--- src/rtl/adder_pkg.sv ---
// rtl/adder_pkg.sv - shared state type and helpers for sequential adders
package adder_pkg;

  typedef enum logic [1:0] {S_IDLE, S_CALC, S_DONE} adder_state_t;

  // Digit counter width; a single-digit operation still needs one bit.
  function automatic int cnt_width(input int n);
    return (n > 1) ? $clog2(n) : 1;
  endfunction

endpackage

--- src/rtl/ripple_digit_adder.sv ---
// rtl/ripple_digit_adder.sv - combinational ripple chain of DIGIT full adders
module ripple_digit_adder #(
  parameter int DIGIT = 2
) (
  input  logic [DIGIT-1:0] x,
  input  logic [DIGIT-1:0] y,
  input  logic             ci,
  output logic [DIGIT-1:0] s,
  output logic             co,
  output logic             c_msb
);

  logic w_c;

  always_comb begin
    s     = '0;
    w_c   = ci;
    c_msb = ci;
    for (int i = 0; i < DIGIT; i++) begin
      if (i == DIGIT - 1) c_msb = w_c;
      s[i] = x[i] ^ y[i] ^ w_c;
      w_c  = (x[i] & y[i]) | (w_c & (x[i] ^ y[i]));
    end
    co = w_c;
  end

endmodule

--- src/rtl/digit_serial_adder.sv ---
// rtl/digit_serial_adder.sv - multi-cycle adder, DIGIT bits per clock, valid/ready on both sides
module digit_serial_adder
  import adder_pkg::*;
#(
  parameter int WIDTH  = 8,
  parameter int DIGIT  = 2,
  parameter int SIGNED = 0
) (
  input  logic             clk,
  input  logic             rst_n,
  input  logic             in_valid,
  output logic             in_ready,
  input  logic [WIDTH-1:0] a,
  input  logic [WIDTH-1:0] b,
  input  logic             cin,
  output logic             out_valid,
  input  logic             out_ready,
  output logic [WIDTH-1:0] sum,
  output logic             cout,
  output logic             ovf
);

  localparam int N  = WIDTH / DIGIT;
  localparam int CW = cnt_width(N);
  localparam logic [CW-1:0] LAST = CW'(N - 1);

  generate
    if (WIDTH < 1 || DIGIT < 1 || DIGIT > WIDTH || (WIDTH % DIGIT) != 0) begin : g_bad_params
      $error("digit_serial_adder: DIGIT must divide WIDTH and lie in 1..WIDTH");
    end
  endgenerate

  adder_state_t      r_state;
  logic [WIDTH-1:0]  r_a;
  logic [WIDTH-1:0]  r_b;
  logic              r_carry;
  logic [CW-1:0]     r_cnt;
  logic [WIDTH-1:0]  r_sum;
  logic              r_cout;
  logic              r_ovf;

  logic [DIGIT-1:0]  w_s;
  logic              w_co;
  logic              w_c_msb;
  logic [WIDTH-1:0]  w_sacc_next;
  logic              w_final_ovf;

  ripple_digit_adder #(.DIGIT(DIGIT)) u_digit (
    .x     (r_a[DIGIT-1:0]),
    .y     (r_b[DIGIT-1:0]),
    .ci    (r_carry),
    .s     (w_s),
    .co    (w_co),
    .c_msb (w_c_msb)
  );

  // The partial-sum register holds only the earlier digits; the final digit
  // comes straight from the adder so the result loads with no bubble cycle.
  generate
    if (N == 1) begin : g_single
      assign w_sacc_next = w_s;
    end else begin : g_multi
      logic [WIDTH-DIGIT-1:0] r_sacc;
      assign w_sacc_next = {w_s, r_sacc};
      always_ff @(posedge clk or negedge rst_n) begin
        if (!rst_n) begin
          r_sacc <= '0;
        end else if (r_state == S_CALC) begin
          r_sacc <= w_sacc_next[WIDTH-1:DIGIT];
        end
      end
    end
  endgenerate

  assign w_final_ovf = (SIGNED != 0) ? (w_c_msb ^ w_co) : w_co;

  always_ff @(posedge clk or negedge rst_n) begin
    if (!rst_n) begin
      r_state <= S_IDLE;
      r_a     <= '0;
      r_b     <= '0;
      r_carry <= 1'b0;
      r_cnt   <= '0;
      r_sum   <= '0;
      r_cout  <= 1'b0;
      r_ovf   <= 1'b0;
    end else begin
      case (r_state)
        S_IDLE: begin
          if (in_valid) begin
            r_a     <= a;
            r_b     <= b;
            r_carry <= cin;
            r_cnt   <= '0;
            r_state <= S_CALC;
          end
        end
        S_CALC: begin
          r_a     <= r_a >> DIGIT;
          r_b     <= r_b >> DIGIT;
          r_carry <= w_co;
          r_cnt   <= r_cnt + 1'b1;
          if (r_cnt == LAST) begin
            r_sum   <= w_sacc_next;
            r_cout  <= w_co;
            r_ovf   <= w_final_ovf;
            r_state <= S_DONE;
          end
        end
        S_DONE: begin
          if (out_ready) r_state <= S_IDLE;
        end
        default: r_state <= S_IDLE;
      endcase
    end
  end

  assign in_ready  = (r_state == S_IDLE);
  assign out_valid = (r_state == S_DONE);
  assign sum       = r_sum;
  assign cout      = r_cout;
  assign ovf       = r_ovf;

endmodule

--- config.mk ---
export PLATFORM = sky130hd
export DESIGN_NAME = digit_serial_adder
export DESIGN_NICKNAME = d
export VERILOG_FILES = /design/src/rtl/adder_pkg.sv /design/src/rtl/ripple_digit_adder.sv /design/src/rtl/digit_serial_adder.sv
export SDC_FILE = /design/constraint.sdc
export NUM_CORES = 1
export LEC_CHECK = 0
export BUFFER_PORTS_ARGS = -buffer_cell sky130_fd_sc_hd__buf_2
export CORE_MARGIN = 3
export CORE_UTILIZATION = 48
export CTS_CLUSTER_SIZE = 25
export DETAILED_ROUTE_END_ITERATION = 8
export PLACE_DENSITY = 0.72
export SYNTH_ARGS = -nofsm -noshare
export SYNTH_HDL_FRONTEND = slang
export SYNTH_SLANG_ARGS = --single-unit
--- constraint.sdc ---
create_clock -name clk -period 1.52 [get_ports clk]
set_input_delay 0.228 -clock clk [delete_from_list [all_inputs] [get_ports clk]]
set_output_delay 0.228 -clock clk [all_outputs]
set_load 0.005 [all_outputs]
## Word level (Yosys, flattened, before mapping)

Cells that the tools add are included.

- Reductions and logical operators: 5
- Muxes and demuxes: 12
- Equal/unequal tests: 6
- Bitwise operators: 10
- Add/sub/neg operators: 1

Operators with widths:

| cell | count |
|---|---|
| 8-bit one-hot mux with 2 select lines | 2 |
| 8-bit two-way mux | 2 |
| 2-bit two-way mux | 4 |
| 2-bit one-hot mux with 3 select lines | 1 |
| 1-bit AND | 4 |
| 2-bit equality test, second input constant | 2 |
| 2-bit by 1-bit inequality test with 1-bit output, second input constant | 2 |
| 2-bit one-hot mux with 2 select lines | 1 |
| 2-bit AND reduction | 2 |
| 1-bit bitwise XOR | 4 |
| 3-bit AND reduction | 1 |
| 2-bit by 1-bit adder with 2-bit output, second input constant | 1 |
| 2-bit by 1-bit equality test with 1-bit output, second input constant | 1 |
| 2-bit logical NOT | 1 |
| 2-bit inequality test, second input constant | 1 |
| 1-bit bitwise OR | 2 |
| 1-bit one-hot mux with 2 select lines | 1 |
| 2-bit nonzero test | 1 |
| 1-bit two-way mux | 1 |

- Output and inout bits: 12
- Bits of input ports: 21
- Word-level logic and storage cells: 42
- Register bits after elaboration: 36

## Logic depth before layout (Yosys ltp)

- Depth in word-level cells: 6
- Mapped depth: 5
- Depth with buffers taken out: 4

## By module

Synthesis repeated with hierarchy kept, for this count alone.

- Cell total of the unflattened synthesis: 133
- Area total of the unflattened synthesis: 1555.2 um^2

Modules (own cells, without submodules):

| module | instances | cells each | seq. area each (um^2) | area each (um^2) |
|---|---|---|---|---|
| digit_serial_adder | 1 | 131 | 900.9 | 1515.2 |
| ripple_digit_adder | 1 | 2 | 0.0 | 40.0 |

## Worst setup path before layout

Ideal clock, no wire load.

- Path kind: flip-flop to flip-flop
- From: register r_a[0]
- To: register r_carry
- Required time: 1.426 ns
- Path buffers: 0
- Setup slack: -0.005 ns
- Library setup time: 0.094 ns
- Period minus slack after synthesis: 1.525 ns
- Cell stages (with the launch flop): 5
- Data arrival time: 1.431 ns
- Cells stage by stage: dfrtp_1 -> inv_1 -> fa_1 -> fa_1 -> a221oi_2

- Longest elaborated chain between the ends: 6
- Elaborated cells on any way between the ends: 7
- Classes of those cells: mux (1); bitwise (6)

Ends and longest elaborated chain:

| item | RTL line | text |
|---|---|---|
| start, declared | digit_serial_adder.sv:34 | `logic [WIDTH-1:0] r_a;` |
| start signal, assigned | digit_serial_adder.sv:99 | `r_a <= r_a >> DIGIT;` |
| 1-bit bitwise XOR | ripple_digit_adder.sv:22 | `w_c = (x[i] & y[i]) \| (w_c & (x[i] ^ y[i]));` |
| 1-bit AND | ripple_digit_adder.sv:22 |  |
| 1-bit bitwise OR * | ripple_digit_adder.sv:22 |  |
| 1-bit AND * | ripple_digit_adder.sv:22 |  |
| 1-bit bitwise OR * | ripple_digit_adder.sv:22 |  |
| 1-bit one-hot mux with 2 select lines * | digit_serial_adder.sv:88 | `case (r_state)` |
| end signal, assigned | digit_serial_adder.sv:93 | `r_carry <= cin;` |
| end signal, assigned | digit_serial_adder.sv:101 | `r_carry <= w_co;` |
| end, declared | digit_serial_adder.sv:36 | `logic r_carry;` |

Mark *: on every way between the ends. The rest lies on a longest branch, timed or not.
A chain may end at the register's enable or synchronous reset.

## Worst setup path after layout

- From: register r_b[0]
- To: register r_sum[7] (netlist: sum[7])

- Longest elaborated chain between the ends: 4
- Elaborated cells on any way between the ends: 5
- Classes of those cells: bitwise (5)

Ends and longest elaborated chain:

| item | RTL line | text |
|---|---|---|
| start, declared | digit_serial_adder.sv:35 | `logic [WIDTH-1:0] r_b;` |
| start signal, assigned | digit_serial_adder.sv:100 | `r_b <= r_b >> DIGIT;` |
| 1-bit bitwise XOR | ripple_digit_adder.sv:22 |  |
| 1-bit AND | ripple_digit_adder.sv:22 |  |
| 1-bit bitwise OR * | ripple_digit_adder.sv:22 |  |
| 1-bit bitwise XOR * | ripple_digit_adder.sv:21 | `s[i] = x[i] ^ y[i] ^ w_c;` |
| end signal, assigned | digit_serial_adder.sv:104 | `r_sum <= w_sacc_next;` |
| end, declared | digit_serial_adder.sv:38 | `logic [WIDTH-1:0] r_sum;` |

Marks and branches as above.

==> metrics <==
Yosys cell types=31; worst hold path class=in2reg; clock root cell=clkbuf_4; Max Slew Vio Count=0; antenna viol nets, final=0; DR WL met3=155 um; CTS max path bufs=2; run status=completed; final worst slack=3.54 ps; CTS Buf Count=5; crit path time final=1520 ps; synth warn=0; Vias=1,187; fin nets=198; clk_lat worst skew=340 ps; hpwl dp=2290 um; Leakage=0.913 nW; first-pass GRT wire length=5690 um; Initial Util=0.512; crit path kind=reg2reg; row cnt=20; Cell Pwr Density=2200 nW/um^2; clk_skew=9.22 ps; relative slew slack=0.697; Mapped Cells=132; die area=4040 um^2; largest net degree at the start of global routing=37; setup violators final=0; total grt overflow=0; CP Capture Type=flop; max-cap violation count=0; WL met2=1580 um; CP Launch Type=flop; GR Util All Layers=0.186; met1 wire length=1400 um; Placement Setup Slack=-100 ps; drt first pass iters=4; #FFs+latches synth=36; clk sinks=36; Max Fanout on Critical Path=2; Worst Path Required=1750 ps; area delta synth->final=20.1%; Worst-path clk slew=110 ps; global placement routability congestion=0.764; Slew @ Worst Pin=454 ps; Syn Area/Cell=12.0 um^2; DR top layer=met4; FMAX=659 MHz; Seq/Total Area, Yosys=0.566; H-tree depth=2; Final Hold Violating Endpoints=0; io pins=33; CTS tree=done; DRC violations left=0; RSZ-0062 raised after global routing=true; post-synth net total=156; WL per Instance=14.6 um; final wirelength=3190 um; n_diodes=0; Core Util, Final=0.616; crit path DAT=1750 ps; vias in the first global route=1,230; initial DRC count=57; Die H=63.6 um; synthesized area=1590 um^2; Tcrit/Tclk final=0.998; Vias/cell=5.44; chip width=63.6 um; layout cells sized above 1=0.402; antenna violations before repair=0; core area=3100 um^2; PortBufs=32; Peak VDD IR=1.04 mV
## cell families (layout without fill, tap and decap cells)
family,after synthesis,count (layout),synth area share
adders and majority gates,3,3,0.0330
AOI/OAI and AO/OA,46,46,0.195
and+or+nand+nor,21,21,0.0724
buffers and inverters,16,58,0.0551
DFF,36,36,0.566
muxes,10,10,0.0779
## report_power, final
group / internal, mW / total [mW] / switching [mW]
registers: 1.43 / 1.69 / 0.261
logic: 1.01 / 1.94 / 0.932
clock network: 0.262 / 0.565 / 0.303
## state kept, by name, indices dropped and copies added, names as in the netlist
| signal | cells |
|---|---|
| sum | 8 |
| g_multi.r_sacc | 6 |
| r_a | 8 |
| ovf | 1 |
| r_carry | 1 |
| r_cnt | 2 |
| r_state | 2 |
| r_b | 8 |
## final cells by class
| cell class | instances | area [um^2] |
|---|---|---|
| inverters | 7 | 26.3 |
| flip-flops and latches | 36 | 902 |
| clock buffers | 7 | 65.1 |
| well taps | 44 | 55.1 |
| multi-input cells | 80 | 609 |
| fillers | 274 | 1190 |
| repair buffers | 44 | 253 |
## worst paths after layout
path	from	to	slack (ps)	cells past startpoint
setup / recovery	r_b[0]$_DFFE_PN0P_	sum[7]$_DFFE_PN0P_	4	4
hold / removal	out_ready	r_state[1]$_DFFE_PN0P_	60	2
setup reg to reg	r_b[0]$_DFFE_PN0P_	sum[7]$_DFFE_PN0P_	4	4
min in group asynchronous	rst_n	sum[4]$_DFFE_PN0P_	450	3
hold reg to reg	sum[7]$_DFFE_PN0P_	sum[7]$_DFFE_PN0P_	500	2
max in group asynchronous	rst_n	r_state[0]$_DFFE_PN0P_	730	3
## timing repair
| item | CTS | global route |
|---|---|---|
| hold buffers | 1 | 0 |
| buffers inserted | 0 | 2 |
| pin swaps | 0 | 0 |
| hold endpoints to repair | 36 | 0 |
| setup endpoints to repair | 4 | 4 |
| resized for setup | 7 | 1 |
## layer usage
metal / up-vias / GRT usage
li1: 571 / -
met1: 580 / 0.222
met2: 31 / 0.312
met3: 5 / 0.0428
met4: 0 / 0.0970
met5: - / 0
## critical path, stage by stage (launching register included)
cell and delay, ps:
dfrtp_1 400, inv_2 50, fa_2 350, fa_2 540, o21ai_1 70
## per-stage QoR
stage          hold slack [ps]  instances  setup TNS (ps)  total power, mW  cell area, um^2
5_1_grt                   47.3        218            -131             4.58             1910
4_1_cts                   40.7        216           -12.5             4.22             1890
2_1_floorplan            -67.6        132           -4.66             3.03             1590
3_3_place_gp               287        208           -7.70             3.50             1810
3_5_place_dp               295        208            -173             3.60             1810
6_report                  55.6        218               0             4.20             1910
## cell usage after synthesis
master	instances	area share
fa_1	2	0.025
nand2b_2	2	0.011
and2b_1	1	0.0047
o21ai_0	6	0.019
a32o_1	2	0.013
dfrtp_1	36	0.57
buf_4	4	0.019
buf_2	4	0.013
o21bai_1	1	0.0047
nand2_1	8	0.019
mux2_2	3	0.021
nor2_2	1	0.0039
a21oi_1	7	0.022
a2bb2oi_1	4	0.022
o22ai_1	16	0.063
a22o_1	1	0.0055
ha_1	1	0.0079
nand3b_1	2	0.0094
or2_2	1	0.0039
o31ai_1	1	0.0047
o21ai_1	4	0.013
o32ai_1	1	0.0055
inv_1	7	0.017
nor2_1	4	0.0094
o221a_2	2	0.014
nand3b_2	1	0.0071
a221oi_2	1	0.0094
nand2b_1	1	0.0039
buf_6	1	0.0071
mux2_1	4	0.028
mux2_4	3	0.028
## placed cells by master (no fill, tap or decap), types with 2 or more instances in the layout
cell and n:
buf_2 32, mux2_4 3, nor2_1 3, o22ai_1 16
o21ai_1 6, nand2b_2 2, dfrtp_1 35, a21oi_1 7
a32o_1 2, buf_4 11, mux2_1 4, nand3b_1 2
nand2_1 8, nor2_2 2, o21ai_0 4, mux2_2 3
inv_1 5, a2bb2oi_1 4, fa_2 2, inv_2 2
clkbuf_8 2, clkbuf_4 5, o221a_2 2
(Power assumes the default switching activity.)
